$ cat config.mk
export PLATFORM = sky130hd
export DESIGN_NAME = mul_div_unit
export DESIGN_NICKNAME = d
export VERILOG_FILES = /design/src/rtl/mul_div_unit.sv
export SDC_FILE = /design/constraint.sdc
export NUM_CORES = 1
export LEC_CHECK = 0
export CAP_MARGIN = 20
export CORE_MARGIN = 3
export CORE_UTILIZATION = 32
export DETAILED_ROUTE_END_ITERATION = 6
export GPL_TIMING_DRIVEN = 1
export PLACE_DENSITY = 0.57
export SLEW_MARGIN = 20
export SYNTH_ARGS = -nofsm -noshare
export SYNTH_HDL_FRONTEND = slang
export SYNTH_SLANG_ARGS = --single-unit
$ cat constraint.sdc
create_clock -name clk -period 10.3 [get_ports clk]
set_input_delay 1.545 -clock clk [delete_from_list [all_inputs] [get_ports clk]]
set_output_delay 1.545 -clock clk [all_outputs]
set_load 0.02 [all_outputs]
$ cat src/rtl/mul_div_unit.sv
// Multi-cycle signed multiply (radix-4 Booth) / divide (non-restoring) unit.
// Results land in the HI/LO pair under a start/done handshake.
module mul_div_unit #(
    parameter int unsigned WIDTH = 32
) (
    input  logic             clk,
    input  logic             clr,
    input  logic             start,
    input  logic             op_mul,
    input  logic             op_div,
    input  logic [WIDTH-1:0] a,
    input  logic [WIDTH-1:0] b,
    output logic             busy,
    output logic             done,
    output logic             div_by_zero,
    output logic [WIDTH-1:0] hi,
    output logic [WIDTH-1:0] lo
);

    localparam int unsigned CW = $clog2(WIDTH + 1);
    localparam int unsigned PW = 2 * WIDTH + 3;

    typedef enum logic [1:0] {S_IDLE, S_MUL, S_DIV, S_FIX} state_t;

    state_t           state_q, state_d;
    logic [PW-1:0]    prod_q, prod_d;
    logic [WIDTH+1:0] mcand_q, mcand_d;
    logic [WIDTH:0]   rem_q, rem_d;
    logic [WIDTH-1:0] quo_q, quo_d;
    logic [WIDTH-1:0] dvsr_q, dvsr_d;
    logic [WIDTH-1:0] dvnd_q, dvnd_d;
    logic             qneg_q, qneg_d;
    logic             rneg_q, rneg_d;
    logic [CW-1:0]    cnt_q, cnt_d;
    logic             busy_q, busy_d;
    logic             done_q, done_d;
    logic             dbz_q, dbz_d;
    logic [WIDTH-1:0] hi_q, hi_d;
    logic [WIDTH-1:0] lo_q, lo_d;

    logic [2:0]       grp;
    logic [WIDTH+1:0] pp;
    logic [WIDTH+1:0] upper;
    logic [PW-1:0]    shifted;
    logic [WIDTH:0]   rem_sh;
    logic [WIDTH:0]   rem_nx;
    logic [WIDTH:0]   rem_fix;

    always_comb begin
        state_d = state_q;
        prod_d  = prod_q;
        mcand_d = mcand_q;
        rem_d   = rem_q;
        quo_d   = quo_q;
        dvsr_d  = dvsr_q;
        dvnd_d  = dvnd_q;
        qneg_d  = qneg_q;
        rneg_d  = rneg_q;
        cnt_d   = cnt_q;
        busy_d  = busy_q;
        done_d  = 1'b0;
        dbz_d   = dbz_q;
        hi_d    = hi_q;
        lo_d    = lo_q;

        // prod_q layout: {upper accumulator (W+2), multiplier (W), booth guard bit}
        grp = prod_q[2:0];
        unique case (grp)
            3'b001, 3'b010: pp = mcand_q;
            3'b011:         pp = mcand_q << 1;
            3'b100:         pp = -(mcand_q << 1);
            3'b101, 3'b110: pp = -mcand_q;
            default:        pp = '0;
        endcase
        upper   = prod_q[PW-1:WIDTH+1] + pp;
        shifted = $signed({upper, prod_q[WIDTH:0]}) >>> 2;

        // Add/subtract choice follows the sign of the remainder before the shift.
        rem_sh  = {rem_q[WIDTH-1:0], quo_q[WIDTH-1]};
        rem_nx  = rem_q[WIDTH] ? rem_sh + {1'b0, dvsr_q} : rem_sh - {1'b0, dvsr_q};
        rem_fix = rem_q[WIDTH] ? rem_q + {1'b0, dvsr_q} : rem_q;

        unique case (state_q)
            S_IDLE: begin
                if (start && (op_mul || op_div)) begin
                    busy_d = 1'b1;
                    dbz_d  = 1'b0;
                    cnt_d  = '0;
                    if (op_mul) begin
                        state_d = S_MUL;
                        prod_d  = {{(WIDTH + 2){1'b0}}, b, 1'b0};
                        mcand_d = {{2{a[WIDTH-1]}}, a};
                    end else begin
                        state_d = S_DIV;
                        rem_d   = '0;
                        quo_d   = a[WIDTH-1] ? -a : a;
                        dvsr_d  = b[WIDTH-1] ? -b : b;
                        dvnd_d  = a;
                        qneg_d  = a[WIDTH-1] ^ b[WIDTH-1];
                        rneg_d  = a[WIDTH-1];
                    end
                end
            end
            S_MUL: begin
                prod_d = shifted;
                cnt_d  = cnt_q + 1'b1;
                if (cnt_q == CW'(WIDTH / 2 - 1)) begin
                    hi_d    = shifted[2*WIDTH:WIDTH+1];
                    lo_d    = shifted[WIDTH:1];
                    done_d  = 1'b1;
                    busy_d  = 1'b0;
                    state_d = S_IDLE;
                end
            end
            S_DIV: begin
                if (cnt_q == '0 && dvsr_q == '0) begin
                    hi_d    = dvnd_q;
                    lo_d    = '1;
                    dbz_d   = 1'b1;
                    done_d  = 1'b1;
                    busy_d  = 1'b0;
                    state_d = S_IDLE;
                end else begin
                    rem_d = rem_nx;
                    quo_d = {quo_q[WIDTH-2:0], ~rem_nx[WIDTH]};
                    cnt_d = cnt_q + 1'b1;
                    if (cnt_q == CW'(WIDTH - 1))
                        state_d = S_FIX;
                end
            end
            S_FIX: begin
                hi_d    = rneg_q ? -rem_fix[WIDTH-1:0] : rem_fix[WIDTH-1:0];
                lo_d    = qneg_q ? -quo_q : quo_q;
                done_d  = 1'b1;
                busy_d  = 1'b0;
                state_d = S_IDLE;
            end
            default: state_d = S_IDLE;
        endcase
    end

    always_ff @(posedge clk or posedge clr) begin
        if (clr) begin
            state_q <= S_IDLE;
            prod_q  <= '0;
            mcand_q <= '0;
            rem_q   <= '0;
            quo_q   <= '0;
            dvsr_q  <= '0;
            dvnd_q  <= '0;
            qneg_q  <= 1'b0;
            rneg_q  <= 1'b0;
            cnt_q   <= '0;
            busy_q  <= 1'b0;
            done_q  <= 1'b0;
            dbz_q   <= 1'b0;
            hi_q    <= '0;
            lo_q    <= '0;
        end else begin
            state_q <= state_d;
            prod_q  <= prod_d;
            mcand_q <= mcand_d;
            rem_q   <= rem_d;
            quo_q   <= quo_d;
            dvsr_q  <= dvsr_d;
            dvnd_q  <= dvnd_d;
            qneg_q  <= qneg_d;
            rneg_q  <= rneg_d;
            cnt_q   <= cnt_d;
            busy_q  <= busy_d;
            done_q  <= done_d;
            dbz_q   <= dbz_d;
            hi_q    <= hi_d;
            lo_q    <= lo_d;
        end
    end

    assign busy        = busy_q;
    assign done        = done_q;
    assign div_by_zero = dbz_q;
    assign hi          = hi_q;
    assign lo          = lo_q;

endmodule

==> impl_metrics.prom, run 1 <==
# TYPE chip_impl_metric gauge
chip_impl_metric{name="synthDominantCellAreaShare",unit="%"} 32.83
chip_impl_info{name="leading_register_cell_type_out_of_synthesis",value="dfrtp_1"} 1
chip_impl_metric{name="multi_input_comb_area",unit="sq um"} 14680
chip_impl_metric{name="power.share.clock",unit="%"} 13.0
chip_impl_metric{name="instances_no_fill",unit=""} 3799
chip_impl_info{name="cp_cell_sequence",value="nor3_1 > nand2_1 > or3_1 > or3_1 > or4b_2 > nand2_1 > xnor2_1 > a22oi_1 > nor2_1 > a221o_1 > ha_1 > and3_1 > a221o_1 > a21oi_1 > nor2_1 > o31ai_1 > nand3_1 > a31o_2 > a21oi_1 > xor2_1 > o21ai_0 > o22a_1"} 1
chip_impl_metric{name="total_area_of_sequential_cells",unit="sq um"} 7559
chip_impl_info{name="cts_tree",value="yes"} 1
chip_impl_metric{name="worstPathArrival",unit="ns"} 7.08
chip_impl_info{name="ys_top_cells_by_area",value="dfrtp_1 (33%), o21ai_0 (6.2%), xor2_1 (6.1%)"} 1
chip_impl_metric{name="dpl.hpwl",unit="um"} 59260
chip_impl_metric{name="seq_area_frac_synth",unit="%"} 32.83
chip_impl_metric{name="detail_route.first_pass.iterations",unit=""} 5
chip_impl_metric{name="setup.reg_to_reg.worst_slack",unit="ns"} 3.68
chip_impl_metric{name="post_cts_buffers",unit=""} 0
chip_impl_metric{name="postSynthNetCount",unit=""} 2975
chip_impl_metric{name="max_slew_margin",unit="%"} 26.81
chip_impl_metric{name="floorplan.core_area",unit="sq um"} 70640
chip_impl_metric{name="number_of_enable_type_register_cells_in_the_synthesized_netlist",unit=""} 0
chip_impl_info{name="library_cell_with_the_highest_instance_count_after_synthesis",value="nand2_1"} 1
chip_impl_metric{name="fmax",unit="MHz"} 151.1
chip_impl_metric{name="p_sw",unit="mW"} 5.444
chip_impl_metric{name="post_cts_hold_buffer_count",unit=""} 0
chip_impl_metric{name="numClockSinks",unit=""} 302
chip_impl_metric{name="grt_usage",unit="%"} 20.92
chip_impl_metric{name="wl_cell",unit="um"} 21.13
chip_impl_info{name="cts-root-buf",value="clkbuf_16"} 1
chip_impl_metric{name="power.leakage",unit="nW"} 11.13
chip_impl_info{name="netlist.top_cell.by_area",value="dfrtp_1"} 1
chip_impl_metric{name="worst_ep_required_time",unit="ns"} 10.76
chip_impl_metric{name="tns",unit="ns"} 0
chip_impl_info{name="r2r_end",value="hi[25]$_DFFE_PP0P_"} 1
chip_impl_info{name="path_class",value="reg2reg"} 1
chip_impl_metric{name="dp.cells",unit=""} 3730
chip_impl_metric{name="global_route_wire_length_before_repair",unit="um"} 122700
chip_impl_metric{name="power.switching_fraction",unit="%"} 50.95
chip_impl_info{name="worstSetupStartpoint",value="mcand_q[2]$_DFFE_PP0P_"} 1
chip_impl_metric{name="proportion_of_layout_cells_with_a_drive_suffix_above_1",unit="%"} 6.716
chip_impl_metric{name="worstPathMaxFanout",unit=""} 7
chip_impl_metric{name="largest_net_degree_at_the_start_of_global_routing",unit=""} 140
chip_impl_metric{name="die-area",unit="sq um"} 75190
chip_impl_metric{name="slew_violations",unit=""} 0
chip_impl_metric{name="clockBufferDepth",unit=""} 3
chip_impl_metric{name="remaining_drc_errors",unit=""} 0
chip_impl_metric{name="floorplan.die.width",unit="um"} 274.2
chip_impl_metric{name="cts-htree-levels",unit=""} 2
chip_impl_metric{name="timing_hold_violations_final",unit=""} 0
chip_impl_info{name="rsz0062_at_grt",value="false"} 1
chip_impl_metric{name="via_per_inst",unit=""} 5.598
chip_impl_info{name="hold_class",value="reg2reg"} 1
chip_impl_metric{name="vdd_ir_drop_max",unit="uV"} 206.6
chip_impl_info{name="timing.critical_path.to_type",value="register"} 1
chip_impl_metric{name="io-pin-count",unit=""} 136
chip_impl_metric{name="cap_viol_max_count",unit=""} 0
chip_impl_metric{name="place.port_buffers",unit=""} 135
chip_impl_metric{name="cpPeakStageDelay",unit="ns"} 0.85
chip_impl_metric{name="post_synth_inst_count",unit=""} 2795
chip_impl_metric{name="final_antenna_net_count",unit=""} 0
chip_impl_metric{name="first_global_vias",unit=""} 19840
chip_impl_metric{name="post_synth_instance_area",unit="sq um"} 23020
chip_impl_metric{name="worst-slew-pin-transition",unit="ns"} 1.098
chip_impl_metric{name="setup_violations",unit=""} 0
chip_impl_metric{name="fp.dieH",unit="um"} 274.2
chip_impl_metric{name="final_min_period_over_clock_period",unit="%"} 64.26
chip_impl_metric{name="clkTransAtPathRegs",unit="ns"} 0.06
chip_impl_metric{name="post_synth.cell_area_avg",unit="sq um"} 8.236
chip_impl_metric{name="rd_place_congestion",unit=""} 0.9129
chip_impl_metric{name="timing.final.crit_period",unit="ns"} 6.619
chip_impl_metric{name="synthArstFlopShare",unit="%"} 100.0
chip_impl_metric{name="ys_ff_latch",unit=""} 302
chip_impl_metric{name="number_of_unique_standard_cell_types_used_by_synthesis",unit=""} 78
chip_impl_info{name="critPathLaunchType",value="register"} 1
chip_impl_metric{name="vias",unit=""} 21270
chip_impl_metric{name="number_of_antenna_violations_at_the_first_check_in_global_routing",unit=""} 3
chip_impl_metric{name="initial_drt_markers",unit=""} 1805
chip_impl_metric{name="clkLatencyLatePin",unit="ns"} 0.59
chip_impl_metric{name="drt-total-wl",unit="um"} 80270
chip_impl_metric{name="power_share_of_the_combinational_group",unit="%"} 62.7
chip_impl_info{name="endpoint",value="hi[25]$_DFFE_PP0P_"} 1
chip_impl_metric{name="synth.yosys.warnings",unit=""} 0
chip_impl_info{name="rr_startpoint",value="mcand_q[2]$_DFFE_PP0P_"} 1
chip_impl_info{name="synth_common_cells",value="nand2_1 (329), dfrtp_1 (302), o21ai_0 (286)"} 1
chip_impl_metric{name="cell_row_count",unit=""} 97
chip_impl_metric{name="floorplan.initialDensity",unit="%"} 32.59
chip_impl_metric{name="power.density",unit="nW/um^2"} 403.7
chip_impl_info{name="result_of_the_run",value="complete, no violations"} 1
chip_impl_metric{name="intPower",unit="mW"} 5.241
chip_impl_info{name="critical_path.slowest_cell",value="o31ai_1"} 1
chip_impl_metric{name="tritoncts.num_buffers",unit=""} 38
chip_impl_metric{name="ctsResizeCount",unit=""} 0
chip_impl_metric{name="insertedDiodeCount",unit=""} 0
chip_impl_metric{name="globalRoute.totalOverflow",unit=""} 0
chip_impl_metric{name="reg2reg_depth",unit=""} 22
chip_impl_metric{name="sequentialPowerShare",unit="%"} 24.3
chip_impl_metric{name="area_delta_synth_final",unit="%"} 14.98
chip_impl_metric{name="finish.net_count",unit=""} 3011
chip_impl_metric{name="fillerInstances",unit=""} 7290
chip_impl_metric{name="finalClockSkew",unit="ns"} 0.01862
## through the flow
stage	hold slack (ns)	instance area, sq um	util [%]	total power, mW	setup slack (ns)
2_1_floorplan	0.4453	23020	-	7.232	0.4091
3_3_place_gp	0.4629	25180	35.65	9.198	3.790
3_5_place_dp	0.4717	25180	35.64	9.233	3.824
4_1_cts	0.4849	26450	37.44	10.67	3.762
5_1_grt	0.5059	26470	37.47	11.60	3.271
6_report	0.4834	26470	37.47	10.69	3.681
## layer usage
metal	wire [um]	vias up	track usage (%)
met5	11	-	0
met3	4948	118	3.588
met1	37630	10280	29.83
met4	2059	2	5.686
met2	35620	620	32.56
li1	-	10240	-
## worst min path at each step
stage          slack [ns]                endpoint                   start  cells past startpoint
5_1_grt              0.51   dvnd_q[0]$_DFFE_PP0P_   dvnd_q[0]$_DFFE_PP0P_                      2
4_1_cts              0.48   dvnd_q[0]$_DFFE_PP0P_   dvnd_q[0]$_DFFE_PP0P_                      2
3_3_place_gp         0.46   dvnd_q[0]$_DFFE_PP0P_   dvnd_q[0]$_DFFE_PP0P_                      2
2_1_floorplan        0.45  prod_q[33]$_DFFE_PP0P_  prod_q[33]$_DFFE_PP0P_                      2
6_report             0.48   dvnd_q[0]$_DFFE_PP0P_   dvnd_q[0]$_DFFE_PP0P_                      2
3_5_place_dp         0.47   dvnd_q[0]$_DFFE_PP0P_   dvnd_q[0]$_DFFE_PP0P_                      2
## layout make-up
type / count / share of cell area [%]
repair buffers: 159 / 5.862
multi-input cells: 2272 / 55.48
clock buffers: 56 / 4.226
clock inverters: 12 / 0.5815
well taps: 940 / 4.444
flip-flops and latches: 302 / 28.56
inverters: 58 / 0.8509
## layout by cell type (no fill, tap or decap), drive strengths merged, types with 12 or more instances in the layout
cell type,instances
nand2,329
dfrtp,302
o21ai,300
nor2,248
a21oi,228
xor2,160
clkdlybuf4s50,134
ha,108
xnor2,82
mux2,66
inv,59
clkbuf,56
o31ai,54
mux2i,52
a21o,47
nor3,45
a22oi,44
nand3,40
a31oi,38
or3,33
a22o,31
nand4,26
nand2b,25
buf,25
or4,24
nor4,24
o41ai,21
nor2b,20
o211ai,19
and3,16
a211oi,16
o21a,14
a221oi,13
or2,13
and2,12
## cells by family (layout without fill, tap and decap cells)
logic type | after synthesis | after routing | synth area share (%)
xor+xnor | 242 | 242 | 9.208
compound gates | 912 | 912 | 24.77
fa+ha+maj | 111 | 111 | 6.131
flops | 302 | 302 | 32.83
mux | 118 | 118 | 5.490
buf+inv | 221 | 285 | 3.636
simple gates | 889 | 889 | 17.94
## power by group through the flow
stage                     logic (mW)  clock network, mW  registers [mW]
after floorplan                 4.89                  0            2.34
after global placement          6.61                  0            2.59
after detailed placement        6.65                  0            2.59
after CTS                       6.68               1.41            2.58
after global routing            7.45               1.47            2.67
final                           6.70               1.38            2.60
## state kept, by name, summed over array words and instances, names as in the netlist, 32 cells and up
register	cells
quo_q	32
rem_q	33
dvsr_q	32
mcand_q	32
prod_q	65
lo	32
hi	32
dvnd_q	32
## worst max-delay path, delay by kind of cell, from the launching register on
family | cells | cell delay (ns)
flip-flops | 1 | 0.45
adder cells (fa/ha/maj) | 1 | 0.34
AO/OA/AOI/OAI | 9 | 2.59
AND/OR/NAND/NOR | 10 | 2.83
XOR/XNOR | 2 | 0.27
Power figures use the tool's default switching activity.
==> run 2, diff against run 1 <==
--- a/config.mk
+++ b/config.mk
@@ -10,7 +10,7 @@
 export CORE_UTILIZATION = 32
 export DETAILED_ROUTE_END_ITERATION = 6
 export GPL_TIMING_DRIVEN = 1
-export PLACE_DENSITY = 0.57
+export PLACE_DENSITY = 0.55
 export SLEW_MARGIN = 20
 export SYNTH_ARGS = -nofsm -noshare
 export SYNTH_HDL_FRONTEND = slang
==> constraint.sdc (replaced) <==
create_clock -name clk -period 6.45 [get_ports clk]
set_input_delay 0.9675 -clock clk [delete_from_list [all_inputs] [get_ports clk]]
set_output_delay 0.9675 -clock clk [all_outputs]
set_load 0.02 [all_outputs]
==> impl_metrics.prom, run 2 (synthesis gave the netlist of run 1 again) <==
# TYPE chip_impl_metric gauge
chip_impl_info{name="result_of_the_run",value="complete, no violations"} 1
chip_impl_metric{name="final_util",unit="%"} 37.72
chip_impl_metric{name="drt-total-wl",unit="um"} 83820
chip_impl_info{name="timing.critical_path.to_type",value="register"} 1
chip_impl_metric{name="area_delta_synth_final",unit="%"} 15.74
chip_impl_info{name="worstSetupStartpoint",value="mcand_q[2]$_DFFE_PP0P_"} 1
chip_impl_metric{name="fmax",unit="MHz"} 170.0
chip_impl_metric{name="p_sw",unit="mW"} 8.808
chip_impl_metric{name="finalClockSkew",unit="ns"} 0.02452
chip_impl_metric{name="setup_violations",unit=""} 0
chip_impl_metric{name="remaining_drc_errors",unit=""} 0
chip_impl_metric{name="clkLatencyLatePin",unit="ns"} 0.58
chip_impl_metric{name="cts-htree-levels",unit=""} 2
chip_impl_metric{name="number_of_antenna_violations_at_the_first_check_in_global_routing",unit=""} 1
chip_impl_info{name="crit_path_frequent_cell",value="nand2_1"} 1
chip_impl_metric{name="timing.final.crit_period",unit="ns"} 5.883
chip_impl_info{name="hold_class",value="reg2reg"} 1
chip_impl_info{name="cts-root-buf",value="clkbuf_16"} 1
chip_impl_metric{name="wl_cell",unit="um"} 21.97
chip_impl_metric{name="ctsResizeCount",unit=""} 0
chip_impl_metric{name="clockBufferDepth",unit=""} 3
chip_impl_metric{name="reg2reg_depth",unit=""} 21
chip_impl_metric{name="tns",unit="ns"} 0
chip_impl_metric{name="largest_net_degree_at_the_start_of_global_routing",unit=""} 128
chip_impl_metric{name="grt_usage",unit="%"} 21.90
chip_impl_metric{name="die-area",unit="sq um"} 75190
chip_impl_info{name="endpoint",value="hi[30]$_DFFE_PP0P_"} 1
chip_impl_metric{name="power.density",unit="nW/um^2"} 650.2
chip_impl_metric{name="floorplan.die.width",unit="um"} 274.2
chip_impl_metric{name="floorplan.core_area",unit="sq um"} 70640
chip_impl_metric{name="worstPathArrival",unit="ns"} 6.39
chip_impl_metric{name="detail_route.first_pass.iterations",unit=""} 5
chip_impl_metric{name="largest_register_ffs",unit=""} 65
chip_impl_metric{name="dpl.hpwl",unit="um"} 63300
chip_impl_metric{name="post-route-worst-setup-slack",unit="ns"} 0.5672
chip_impl_info{name="rr_startpoint",value="mcand_q[2]$_DFFE_PP0P_"} 1
chip_impl_metric{name="final_min_period_over_clock_period",unit="%"} 91.21
chip_impl_metric{name="cell_row_count",unit=""} 97
chip_impl_metric{name="place.port_buffers",unit=""} 135
chip_impl_info{name="top_register",value="prod_q"} 1
chip_impl_metric{name="timing_hold_violations_final",unit=""} 0
chip_impl_metric{name="post_cts_buffers",unit=""} 0
chip_impl_metric{name="clkTransAtPathRegs",unit="ns"} 0.06
chip_impl_metric{name="intPower",unit="mW"} 8.514
chip_impl_info{name="critPathLaunchType",value="register"} 1
chip_impl_metric{name="detailed_place.area",unit="sq um"} 25280
chip_impl_metric{name="power.leakage",unit="nW"} 11.22
chip_impl_metric{name="max_slew_margin",unit="%"} 32.26
chip_impl_metric{name="fp.dieH",unit="um"} 274.2
chip_impl_info{name="leading_cell_type_in_the_layout_fill_and_taps_excluded",value="nand2_1"} 1
chip_impl_metric{name="worstPathMaxFanout",unit=""} 7
chip_impl_info{name="layout_common_cells",value="nand2_1 (329), dfrtp_1 (301), o21ai_0 (286), nor2_1 (246), a21oi_1 (228)"} 1
chip_impl_metric{name="setup.reg_to_reg.worst_slack",unit="ns"} 0.57
chip_impl_metric{name="power_share_of_the_combinational_group",unit="%"} 62.5
chip_impl_metric{name="finish.net_count",unit=""} 3026
chip_impl_metric{name="globalRoute.totalOverflow",unit=""} 0
chip_impl_info{name="cp_cell_sequence",value="nor3_1 > nand2_1 > or3_1 > or3_1 > or4b_2 > nand2_1 > xnor2_1 > a22oi_1 > nor2_1 > a221o_1 > ha_1 > and4_1 > a221oi_1 > o21ai_0 > a41o_1 > a21oi_1 > nor2b_1 > a221oi_1 > xnor2_1 > nand2_1 > a31oi_1"} 1
chip_impl_metric{name="numClockSinks",unit=""} 302
chip_impl_metric{name="via_per_inst",unit=""} 5.676
chip_impl_metric{name="insertedDiodeCount",unit=""} 0
chip_impl_metric{name="fillerInstances",unit=""} 7166
chip_impl_metric{name="slew_violations",unit=""} 0
chip_impl_metric{name="dpl_worst_slack",unit="ns"} 0.6536
chip_impl_info{name="r2r_end",value="hi[30]$_DFFE_PP0P_"} 1
chip_impl_info{name="rsz0062_at_grt",value="false"} 1
chip_impl_metric{name="first_global_vias",unit=""} 20970
chip_impl_metric{name="final_cell_area",unit="sq um"} 26640
chip_impl_metric{name="sequentialPowerShare",unit="%"} 24.1
chip_impl_metric{name="vdd_ir_drop_max",unit="uV"} 273.9
chip_impl_metric{name="global_route_wire_length_before_repair",unit="um"} 128100
chip_impl_metric{name="worst_ep_required_time",unit="ns"} 6.95
chip_impl_metric{name="io-pin-count",unit=""} 136
chip_impl_metric{name="power.switching_fraction",unit="%"} 50.85
chip_impl_metric{name="total_area_of_sequential_cells",unit="sq um"} 7559
chip_impl_metric{name="power.share.clock",unit="%"} 13.5
chip_impl_info{name="path_class",value="reg2reg"} 1
chip_impl_metric{name="floorplan.initialDensity",unit="%"} 32.59
chip_impl_metric{name="final_antenna_net_count",unit=""} 0
chip_impl_metric{name="multi_input_comb_area",unit="sq um"} 14680
chip_impl_metric{name="tritoncts.num_buffers",unit=""} 39
chip_impl_metric{name="initial_drt_markers",unit=""} 1679
chip_impl_metric{name="rd_place_congestion",unit=""} 0.9388
chip_impl_metric{name="vias",unit=""} 21660
chip_impl_metric{name="worst-slew-pin-transition",unit="ns"} 1.016
chip_impl_metric{name="post_cts_hold_buffer_count",unit=""} 0
chip_impl_metric{name="proportion_of_layout_cells_with_a_drive_suffix_above_1",unit="%"} 7.339
chip_impl_info{name="cts_tree",value="yes"} 1
chip_impl_info{name="critical_path.slowest_cell",value="or4b_2"} 1
chip_impl_metric{name="cpPeakStageDelay",unit="ns"} 0.71
chip_impl_info{name="largest_regs",value="prod_q (65), rem_q (33)"} 1
chip_impl_metric{name="cap_viol_max_count",unit=""} 0
-- run 2: cell count changes in the layout (fill, tap and decap cells not counted) --
cell,before,now
a22o_2,0,1
bufinv_16,2,4
clkinv_2,7,8
buf_4,22,37
inv_16,1,0
clkbuf_1,8,5
clkinv_8,0,1
clkbuf_8,10,9
inv_8,1,0
a22o_4,1,0
buf_12,2,1
clkinvlp_4,0,3
clkbuf_16,38,40
inv_6,1,0
-- run 2: worst min path at each step --
stage                           start  depth (start not counted)                     end  slack, ns
2_1_floorplan  prod_q[33]$_DFFE_PP0P_                          2  prod_q[33]$_DFFE_PP0P_       0.45
6_report        dvnd_q[0]$_DFFE_PP0P_                          2   dvnd_q[0]$_DFFE_PP0P_       0.49
3_3_place_gp    dvnd_q[0]$_DFFE_PP0P_                          2   dvnd_q[0]$_DFFE_PP0P_       0.46
5_1_grt         dvnd_q[3]$_DFFE_PP0P_                          1   dvnd_q[3]$_DFFE_PP0P_       0.52
3_5_place_dp    dvnd_q[0]$_DFFE_PP0P_                          2   dvnd_q[0]$_DFFE_PP0P_       0.48
4_1_cts         dvnd_q[0]$_DFFE_PP0P_                          2   dvnd_q[0]$_DFFE_PP0P_       0.49
-- run 2: routing by layer --
layer	up-vias	GRT usage [%]	share of wire, %
met2	665	35.52	46
met4	0	7.083	3.3
met5	-	0	0
li1	10300	-	-
met3	131	3.036	5.2
met1	10560	30.06	46
-- run 2: power groups by stage --
| stage | clock network [mW] | logic (mW) | registers [mW] |
|---|---|---|---|
| 3_5_place_dp | 0 | 10.7 | 4.16 |
| 3_3_place_gp | 0 | 10.6 | 4.14 |
| 6_report | 2.33 | 10.8 | 4.17 |
| 5_1_grt | 2.46 | 12.0 | 4.28 |
| 2_1_floorplan | 0 | 7.81 | 3.74 |
| 4_1_cts | 2.38 | 10.8 | 4.14 |
-- run 2: critical path: cells and delay by family, from the launching register on --
| kind | cells | cell delay [ns] |
|---|---|---|
| and+or+nand+nor | 10 | 2.51 |
| AOI/OAI and AO/OA | 8 | 2.20 |
| DFF | 1 | 0.46 |
| adders and majority gates | 1 | 0.35 |
| xor gates and xnor gates | 2 | 0.28 |
-- run 2: final cells by class --
| class | instances | share of cell area, % |
|---|---|---|
| inverter | 58 | 0.8313 |
| sequential | 302 | 28.37 |
| clock inverter | 16 | 0.8313 |
| timing repair buffer | 173 | 6.171 |
| multi-input combinational | 2272 | 55.09 |
| tap | 940 | 4.415 |
| clock buffer | 54 | 4.293 |
-- run 2: stage by stage --
step           std cells  hold slack [ns]  total power [mW]
2_1_floorplan       2795           0.4453             11.55
3_3_place_gp        3745           0.4630             14.70
3_5_place_dp        3745           0.4751             14.90
4_1_cts             3815           0.4886             17.32
5_1_grt             3815           0.5194             18.74
6_report            3815           0.4892             17.32
